### config.mk
export PLATFORM = sky130hd
export DESIGN_NAME = risc_v_mc_controller
export DESIGN_NICKNAME = d
export VERILOG_FILES = /design/src/rtl/risc_v_pkg.sv /design/src/rtl/risc_v_alu_decoder.sv /design/src/rtl/risc_v_mc_controller.sv
export SDC_FILE = /design/constraint.sdc
export NUM_CORES = 1
export LEC_CHECK = 0
export CAP_MARGIN = 20
export CORE_AREA = 2 2 43 45
export CTS_BUF_LIST = sky130_fd_sc_hd__clkbuf_4
export DETAILED_ROUTE_END_ITERATION = 10
export DIE_AREA = 0 0 45 47
export PLACE_DENSITY = 0.79
export SLEW_MARGIN = 30
export SYNTH_ARGS = -nofsm -noshare
export SYNTH_HDL_FRONTEND = slang
export SYNTH_SLANG_ARGS = --single-unit
### constraint.sdc
create_clock -name clk -period 2.5 [get_ports clk]
set_clock_uncertainty 0.15 [all_clocks]
set_input_delay 0.75 -clock clk [delete_from_list [all_inputs] [get_ports clk]]
set_output_delay 0.75 -clock clk [all_outputs]
set_load 0.02 [all_outputs]
### src/rtl/risc_v_pkg.sv
// Shared encodings for the multicycle RV32I control path: FSM states, opcodes and datapath select codes.
package risc_v_pkg;

  typedef enum logic [3:0] {
    S_IDLE     = 4'd0,
    S_FETCH    = 4'd1,
    S_DECODE   = 4'd2,
    S_MEMADR   = 4'd3,
    S_MEMREAD  = 4'd4,
    S_MEMWB    = 4'd5,
    S_MEMWRITE = 4'd6,
    S_EXECR    = 4'd7,
    S_EXECI    = 4'd8,
    S_ALUWB    = 4'd9,
    S_BEQ      = 4'd10,
    S_JAL      = 4'd11
  } state_t;

  localparam logic [6:0] OP_LOAD   = 7'b0000011;
  localparam logic [6:0] OP_STORE  = 7'b0100011;
  localparam logic [6:0] OP_R      = 7'b0110011;
  localparam logic [6:0] OP_I      = 7'b0010011;
  localparam logic [6:0] OP_BRANCH = 7'b1100011;
  localparam logic [6:0] OP_JAL    = 7'b1101111;

  localparam logic [2:0] ALU_ADD = 3'b000;
  localparam logic [2:0] ALU_SUB = 3'b001;
  localparam logic [2:0] ALU_AND = 3'b010;
  localparam logic [2:0] ALU_OR  = 3'b011;
  localparam logic [2:0] ALU_XOR = 3'b100;
  localparam logic [2:0] ALU_SLT = 3'b101;

  localparam logic [1:0] ALUOP_ADD   = 2'b00;
  localparam logic [1:0] ALUOP_SUB   = 2'b01;
  localparam logic [1:0] ALUOP_FUNCT = 2'b10;

  localparam logic [1:0] RES_ALUOUT    = 2'b00;
  localparam logic [1:0] RES_DATA      = 2'b01;
  localparam logic [1:0] RES_ALURESULT = 2'b10;

  localparam logic [1:0] SRCA_PC    = 2'b00;
  localparam logic [1:0] SRCA_OLDPC = 2'b01;
  localparam logic [1:0] SRCA_RD1   = 2'b10;

  localparam logic [1:0] SRCB_RD2  = 2'b00;
  localparam logic [1:0] SRCB_IMM  = 2'b01;
  localparam logic [1:0] SRCB_FOUR = 2'b10;

  localparam logic [1:0] IMM_I = 2'b00;
  localparam logic [1:0] IMM_S = 2'b01;
  localparam logic [1:0] IMM_B = 2'b10;
  localparam logic [1:0] IMM_J = 2'b11;

  function automatic logic [1:0] imm_src_of(input logic [6:0] op);
    case (op)
      OP_STORE:  return IMM_S;
      OP_BRANCH: return IMM_B;
      OP_JAL:    return IMM_J;
      default:   return IMM_I;
    endcase
  endfunction

endpackage

### src/rtl/risc_v_alu_decoder.sv
// Combinational ALU control decode: fixed add/sub, or funct3/funct7 decode for R/I-type execute.
module risc_v_alu_decoder
  import risc_v_pkg::*;
(
  input  logic [1:0] alu_op,
  input  logic [2:0] funct3,
  input  logic       funct7b5,
  input  logic       op5,
  output logic [2:0] alu_control
);

  always_comb begin
    alu_control = ALU_ADD;
    case (alu_op)
      ALUOP_SUB: alu_control = ALU_SUB;
      ALUOP_FUNCT: begin
        case (funct3)
          3'b000:  alu_control = (funct7b5 && op5) ? ALU_SUB : ALU_ADD;
          3'b010:  alu_control = ALU_SLT;
          3'b100:  alu_control = ALU_XOR;
          3'b110:  alu_control = ALU_OR;
          3'b111:  alu_control = ALU_AND;
          default: alu_control = ALU_ADD;
        endcase
      end
      default: alu_control = ALU_ADD;
    endcase
  end

endmodule

### src/rtl/risc_v_mc_controller.sv
// Multicycle RV32I main control FSM; outputs are decoded from state (plus zero/funct/op).
// Optional RV_MC_MEM_READY_EN adds mem_ready to stall FETCH/MEMREAD/MEMWRITE.
module risc_v_mc_controller
  import risc_v_pkg::*;
#(
  parameter bit RESET_TO_FETCH = 1'b0
) (
  input  logic       clk,
  input  logic       reset,
`ifdef RV_MC_MEM_READY_EN
  input  logic       mem_ready,
`endif
  input  logic [6:0] op,
  input  logic [2:0] funct3,
  input  logic       funct7b5,
  input  logic       zero,
  output logic       pc_write,
  output logic       adr_src,
  output logic       mem_write,
  output logic       ir_write,
  output logic [1:0] result_src,
  output logic [1:0] alu_src_a,
  output logic [1:0] alu_src_b,
  output logic [2:0] alu_control,
  output logic [1:0] imm_src,
  output logic       reg_write,
  output logic       instr_retired,
  output logic       illegal_instr
);

  state_t     r_state;
  logic       r_idle_done;
  logic       w_mem_ready;
  logic [1:0] w_alu_op;

`ifdef RV_MC_MEM_READY_EN
  assign w_mem_ready = mem_ready;
`else
  assign w_mem_ready = 1'b1;
`endif

  always_ff @(posedge clk or negedge reset) begin
    if (!reset) begin
      r_state     <= S_IDLE;
      r_idle_done <= 1'b0;
    end else begin
      case (r_state)
        S_IDLE: begin
          if (RESET_TO_FETCH || r_idle_done) r_state <= S_FETCH;
          r_idle_done <= 1'b1;
        end
        S_FETCH:   if (w_mem_ready) r_state <= S_DECODE;
        S_DECODE: begin
          case (op)
            OP_LOAD, OP_STORE: r_state <= S_MEMADR;
            OP_R:              r_state <= S_EXECR;
            OP_I:              r_state <= S_EXECI;
            OP_BRANCH:         r_state <= S_BEQ;
            OP_JAL:            r_state <= S_JAL;
            default:           r_state <= S_FETCH;
          endcase
        end
        S_MEMADR:   r_state <= op[5] ? S_MEMWRITE : S_MEMREAD;
        S_MEMREAD:  if (w_mem_ready) r_state <= S_MEMWB;
        S_MEMWRITE: if (w_mem_ready) r_state <= S_FETCH;
        S_EXECR, S_EXECI, S_JAL:    r_state <= S_ALUWB;
        S_MEMWB, S_ALUWB, S_BEQ:    r_state <= S_FETCH;
        default:    r_state <= S_IDLE;
      endcase
    end
  end

  always_comb begin
    pc_write      = 1'b0;
    adr_src       = 1'b0;
    mem_write     = 1'b0;
    ir_write      = 1'b0;
    result_src    = RES_ALUOUT;
    alu_src_a     = SRCA_PC;
    alu_src_b     = SRCB_RD2;
    w_alu_op      = ALUOP_ADD;
    reg_write     = 1'b0;
    instr_retired = 1'b0;
    illegal_instr = 1'b0;
    case (r_state)
      S_FETCH: begin
        ir_write   = w_mem_ready;
        pc_write   = w_mem_ready;
        alu_src_b  = SRCB_FOUR;
        result_src = RES_ALURESULT;
      end
      S_DECODE: begin
        alu_src_a = SRCA_OLDPC;
        alu_src_b = SRCB_IMM;
        illegal_instr = !(op == OP_LOAD || op == OP_STORE || op == OP_R ||
                          op == OP_I || op == OP_BRANCH || op == OP_JAL);
      end
      S_MEMADR: begin
        alu_src_a = SRCA_RD1;
        alu_src_b = SRCB_IMM;
      end
      S_MEMREAD: adr_src = 1'b1;
      S_MEMWB: begin
        result_src    = RES_DATA;
        reg_write     = 1'b1;
        instr_retired = 1'b1;
      end
      // Write strobe stays up across stalls; retire only when the access completes.
      S_MEMWRITE: begin
        adr_src       = 1'b1;
        mem_write     = 1'b1;
        instr_retired = w_mem_ready;
      end
      S_EXECR: begin
        alu_src_a = SRCA_RD1;
        w_alu_op  = ALUOP_FUNCT;
      end
      S_EXECI: begin
        alu_src_a = SRCA_RD1;
        alu_src_b = SRCB_IMM;
        w_alu_op  = ALUOP_FUNCT;
      end
      S_ALUWB: begin
        reg_write     = 1'b1;
        instr_retired = 1'b1;
      end
      S_BEQ: begin
        alu_src_a     = SRCA_RD1;
        w_alu_op      = ALUOP_SUB;
        pc_write      = zero;
        instr_retired = 1'b1;
      end
      S_JAL: begin
        alu_src_a = SRCA_OLDPC;
        alu_src_b = SRCB_FOUR;
        pc_write  = 1'b1;
      end
      default: ;
    endcase
  end

  assign imm_src = imm_src_of(op);

  risc_v_alu_decoder u_alu_dec (
    .alu_op      (w_alu_op),
    .funct3      (funct3),
    .funct7b5    (funct7b5),
    .op5         (op[5]),
    .alu_control (alu_control)
  );

endmodule

=== After elaboration in Yosys (flattened, before gate mapping) ===
Cells that the tools add are included.

* Eq/ne operators: 24
* Shifts and indexed selects: 0
* $lt $le $gt $ge: 0
* Divide/modulo/power cells: 0
* Bitwise operators: 0
* Add/subtract/negate cells: 0
* Multiplexer cells: 19
* Reductions and logical operators: 19
* Multipliers: 0

{| class="wikitable"
|+ Operators with widths
! cell !! number
|-
| one-hot mux 4 bit (7 select lines) || 1
|-
| one-hot mux 4 bit (5 select lines) || 1
|-
| equality test 4 x 3 -> 1 bit, second input constant || 4
|-
| equality test 4 bit, second input constant || 4
|-
| one-hot mux 2 bit (2 select lines) || 4
|-
| one-hot mux 3 bit (5 select lines) || 1
|-
| equality test 7 x 6 -> 1 bit, second input constant || 2
|-
| equality test 7 bit, second input constant || 2
|-
| OR reduction 2 bit || 6
|-
| equality test 3 bit, second input constant || 3
|-
| equality test 4 x 2 -> 1 bit, second input constant || 2
|-
| OR reduction 4 bit || 2
|-
| equality test 7 x 2 -> 1 bit, second input constant || 1
|-
| equality test 7 x 5 -> 1 bit, second input constant || 1
|-
| 2-to-1 mux 1 bit || 7
|-
| one-hot mux 2 bit (3 select lines) || 1
|-
| one-hot mux 3 bit (2 select lines) || 1
|-
| OR reduction 3 bit || 2
|-
| logical OR 1 bit || 5
|-
| equality test 4 x 1 -> 1 bit, second input constant || 1
|-
| zero test 4 bit || 1
|-
| 2-to-1 mux 4 bit || 1
|-
| equality test 3 x 2 -> 1 bit, second input constant || 1
|-
| zero test 3 bit || 1
|-
| other kinds (7) || 7
|}

* Register bits after elaboration: 5
* Output and inout port bits: 18
* Memory bits (read-only): 0
* Latch bits: 0
* Logic and storage cells: 64
* Memories kept: 0
* RAM bits: 0
* Input port bits: 14

=== Depth between registers and ports, before layout ===
Gate-level depths: netlist of run 1.

* Depth after elaboration: 8
* Depth in mapped cells: 8
* Mapped depth without buffers: 7

=== Modules after synthesis ===
From an unflattened synthesis of run 1, not the netlist that was laid out.

* Cell total of the unflattened synthesis: 86
* Area total of the unflattened synthesis: 675.6 µm²

{| class="wikitable"
|+ Modules (own cells, without submodules)
! module !! area each (µm²) !! cells an instance !! sequential area each (µm²) !! instances
|-
| risc_v_mc_controller || 576.8 || 74 || 125.1 || 1
|-
| risc_v_alu_decoder || 98.8 || 12 || 0.0 || 1
|}

=== Worst setup path after synthesis of run 1 ===
Ideal clock, no wire load.

* Path type: reg-to-output
* From: register r_state[3]
* To: output port alu_control[2]
* Data required time: 1.600 ns
* Path slack: -0.494 ns
* Path buffers: 1
* Arrival: 2.094 ns
* Stages on the path, launching flop included: 7
* Path through: dfrtp_1 -> buf_1 -> nand2b_1 -> nor2_1 -> nor2_1 -> ha_1 -> nor4b_1

* Cells in the longest elaborated chain, start to end: 5
* Elaborated cells between the ends (all ways): 8
* Classes of those cells: eq/ne (5); mux (2); reduce/logical (1)

{| class="wikitable"
|+ Ends and longest elaborated chain
! element !! line !! RTL
|-
| from (decl) || risc_v_mc_controller.sv:31 || <nowiki>state_t r_state;</nowiki>
|-
| from (signal assigned) || risc_v_mc_controller.sv:63 || <nowiki>S_MEMADR: r_state <= op[5] ? S_MEMWRITE : S_MEMREAD;</nowiki>
|-
| equality test 4 bit / equality test 4 x 3 -> 1 bit (equally long branches) || risc_v_mc_controller.sv:85 || <nowiki>case (r_state)</nowiki>
|-
| OR reduction 2 bit (no line) || - ||
|-
| one-hot mux 2 bit (2 select lines) * || risc_v_mc_controller.sv:85 ||
|-
| equality test 2 bit / equality test 2 x 1 -> 1 bit (equally long branches) || risc_v_alu_decoder.sv:14 || <nowiki>case (alu_op)</nowiki>
|-
| one-hot mux 3 bit (2 select lines) * || risc_v_alu_decoder.sv:14 ||
|-
| to (decl) || risc_v_mc_controller.sv:24 || <nowiki>output logic [2:0] alu_control,</nowiki>
|}

Mark *: on every way between the ends. The rest lies on a longest branch, timed or not.

=== Final worst setup path of run 1 ===
* From: register r_state[2]
* To: output port alu_control[2]

The elaborated chain is that of the path after synthesis.

==> impl_metrics.py, run 1 <==
metrics = {
    "critical_path": {
        "critPathMaxFanout": 3,
        "worst-setup-path-type": "reg2out",
        "startpoint_type": "flip-flop",
        "critPathArrivalTime_ps": 1750,
        "worstPathRequired_ps": 1600,
        "path_cells": "nand2b_4, nor3_4, nor2_4, ha_4, nor4b_4, buf_4",
        "slowest_delay_ps": 390,
        "crit_path_end_kind": "output port",
        "timing.reg2reg.setup_slack_ps": 670,
        "worst_path_max_delay_cell": "dfrtp_1",
    },
    "worst_hold_path": {
        "hold_class": "reg2reg",
    },
    "sta": {
        "fmaxAchievable_ghz": 0.378,
        "worstMarginPinSlew_ps": 271,
        "totalNegativeSetupSlack_ps": -223,
        "final_worst_path_cycle_share_pct": 106,
        "finalHoldViolCount": 0,
        "rsz0062_at_grt": "yes",
        "timing.final.max_slew_violations": 0,
        "period_minus_slack_ps": 2650,
        "timing.final.setup_violations": 3,
        "timing.max_slew.rel_slack_pct": 81.8,
        "layout_setup_ws_ps": -147,
    },
    "synth": {
        "synth_compound_gate_area_share_pct": 23.4,
        "postSynthRegisterBits": 5,
        "synthesis.area_per_instance_um2": 6.46,
        "synth_xor_area_share_pct": 7.06,
        "syn-cell-area_um2": 621,
        "synth_largest_type_area_fraction_pct": 20.2,
        "synth.mux.area_fraction_pct": 1.61,
        "synth_top_family_by_area": "simple AND/OR/NAND/NOR gates",
        "synth_simple_gate_area_share_pct": 36.7,
        "synthDistinctLibCells": 33,
        "synthesis.instances": 96,
        "post_synth_fa_ha_maj_area_fraction_pct": 4.03,
        "synthDominantAreaCellType": "dfrtp_1",
        "synth_area_leaders": "dfrtp_1, nor2_1, nand2_1",
        "ys_seq_area_share_pct": 20.2,
        "yosys_warning_count": 0,
        "syn-num-nets": 112,
    },
    "place": {
        "placedInstanceArea_um2": 1090,
        "finalWeightedCongestion": 0.840,
        "detailedPlace.worstSlack_ps": -900,
        "detailedPlacementHpwl_um": 1540,
        "placement.io_buffers": 31,
    },
    "pwr": {
        "vdd_ir_drop_max_uv": 825,
        "p_per_area_nw_per_um2": 938,
        "static-leakage-power_nw": 0.567,
    },
    "routing": {
        "drtAntennaViolNets": 0,
        "viasPerCell": 5.16,
        "drt_pre_antenna_iters": 4,
        "route.detailed.drc": 0,
        "drt_first_iter_violations": 8,
        "wl_per_cell_um": 13.3,
        "vias": 851,
        "finalWirelength_um": 2190,
    },
    "cells_and_area": {
        "syn_to_final_growth_pct": 98.2,
        "layout.nets": 165,
        "antenna_cells_inserted": 0,
        "final_design_area_no_fill_um2": 1230,
        "final_cell_mix": "buf_4, nor2_1, nand2_1",
        "layout_commonest_cell": "buf_4",
        "proportion_of_layout_cells_with_a_drive_suffix_above_1_pct": 47.3,
        "fillers": 129,
    },
    "die": {
        "initial_utilization_pct": 37.6,
        "core_um2": 1650,
        "num_io_pins": 32,
        "die_height_um": 47,
        "row_count": 15,
        "die_width_um": 45,
        "die_area_um2": 2120,
    },
    "run_status": {
        "violations": "setup timing",
        "run_status": "finished, violations left",
    },
    "global_routing": {
        "antenna_found_initial": 0,
        "global_route_total_overflow": 0,
        "grt_start_max_net_pins": 12,
        "grtUsageTotal_pct": 21.9,
        "global_route_wire_length_before_repair_um": 3300,
        "number_of_global_route_vias_before_repair": 813,
    },
    "clocking": {
        "htreeDepth": 1,
        "clockBufferDepth": 2,
        "cts_sinks": 5,
        "cts.root.buffer_cell": "clkbuf_4",
        "clock_latency_ps": 250,
        "worst_setup_hold_path_clk_slew_ps": 50,
        "cts_made_buffers": 3,
        "cts_tree": "yes",
    },
    "job": {
        "drv.max_cap_violation_count": 0,
    },
}
power breakdown:
| part | total, mW | internal [mW] | switching, mW | leakage, nW |
|---|---|---|---|---|
| combinational | 0.886 | 0.400 | 0.486 | 0.492 |
| sequential | 0.158 | 0.112 | 0.0459 | 0.0572 |
| clock | 0.110 | 0.0715 | 0.0383 | 0.0184 |
| total | 1.15 | 0.584 | 0.570 | 0.567 |
final timing paths:
path | end | cells past startpoint | start
max | alu_control[2] | 6 | r_state[2]
min | r_idle_done | 1 | r_idle_done
max reg2reg | r_state[0] | 5 | r_state[3]
min reg2reg | r_idle_done | 1 | r_idle_done
max in group asynchronous | r_state[0] | 1 | reset
min in group asynchronous | r_state[2] | 1 | reset
cell type report:
cell class	count	area, um2	share of cell area [%]
inverter	4	15.0	1.22
timing repair buffer	54	438	35.6
tap	17	21.3	1.73
multi-input combinational	81	598	48.6
sequential	5	128	10.4
clock buffer	4	30.0	2.44
routing by layer:
layer	part of all wire, %	up-vias	GRT usage (%)
li1	-	435	-
met1	37	378	21.7
met2	57	34	44.6
met3	4.7	4	4.62
met4	1.3	0	7.06
met5	0	-	0
critical path, delay by kind of cell (launching register included):
family / cells / cell delay (ps)
adder cells (fa/ha/maj): 1 / 250
buffers and inverters: 1 / 180
flip-flops: 1 / 390
AND/OR/NAND/NOR: 4 / 660
state kept, by name (all words and copies together) (netlist names):
register     flops
r_state          4
r_idle_done      1
metrics by stage:
step	instances	util [%]	power (mW)	hold WS [ps]
finish	165	74.5	1.15	328
global route	165	74.5	1.25	347
CTS	162	68.6	1.05	332
detailed placement	157	66.1	0.988	323
global placement	157	66.1	0.972	291
floorplan	96	-	0.619	279
cells by family after synthesis:
| logic type | Yosys count |
|---|---|
| DFF | 5 |
| AOI/OAI and AO/OA | 23 |
| xor gates and xnor gates | 5 |
| and+or+nand+nor | 50 |
| adders and majority gates | 2 |
| buffers and inverters | 10 |
| muxes | 1 |
cells in the mapped netlist (all sizes together):
library cell / instances
o21a: 1
nor2: 21
or3: 2
o21bai: 2
ha: 2
nor2b: 1
dfrtp: 5
o311a: 1
and3: 2
o21ai: 6
xnor2: 3
nand2b: 3
a31oi: 1
inv: 4
or2: 1
o31a: 1
xor2: 2
nand2: 12
mux2i: 1
a21oi: 6
clkbuf: 2
a21o: 1
o22ai: 2
o211ai: 1
nor3: 4
nand3: 2
nor4b: 1
nor3b: 1
buf: 4
a32oi: 1
what timing repair did:
| item | CTS | global route |
|---|---|---|
| pin swaps | 9 | 9 |
| cloned | 0 | 0 |
| setup endpoints to repair | 18 | 15 |
| buffers inserted | 1 | 3 |
| resized for setup | 87 | 36 |
| hold buffers | 0 | 0 |
No activity file was read; power rests on OpenSTA's default activity.
==> run 2: changes to the inputs <==
--- a/config.mk
+++ b/config.mk
@@ -11,7 +11,8 @@
 export DETAILED_ROUTE_END_ITERATION = 10
 export DIE_AREA = 0 0 45 47
 export PLACE_DENSITY = 0.79
-export SLEW_MARGIN = 30
+export SLEW_MARGIN = 20
 export SYNTH_ARGS = -nofsm -noshare
 export SYNTH_HDL_FRONTEND = slang
 export SYNTH_SLANG_ARGS = --single-unit
+export TNS_END_PERCENT = 100
==> results of run 2 <==
Final layout, timing and power as in run 1 (identical DEF).
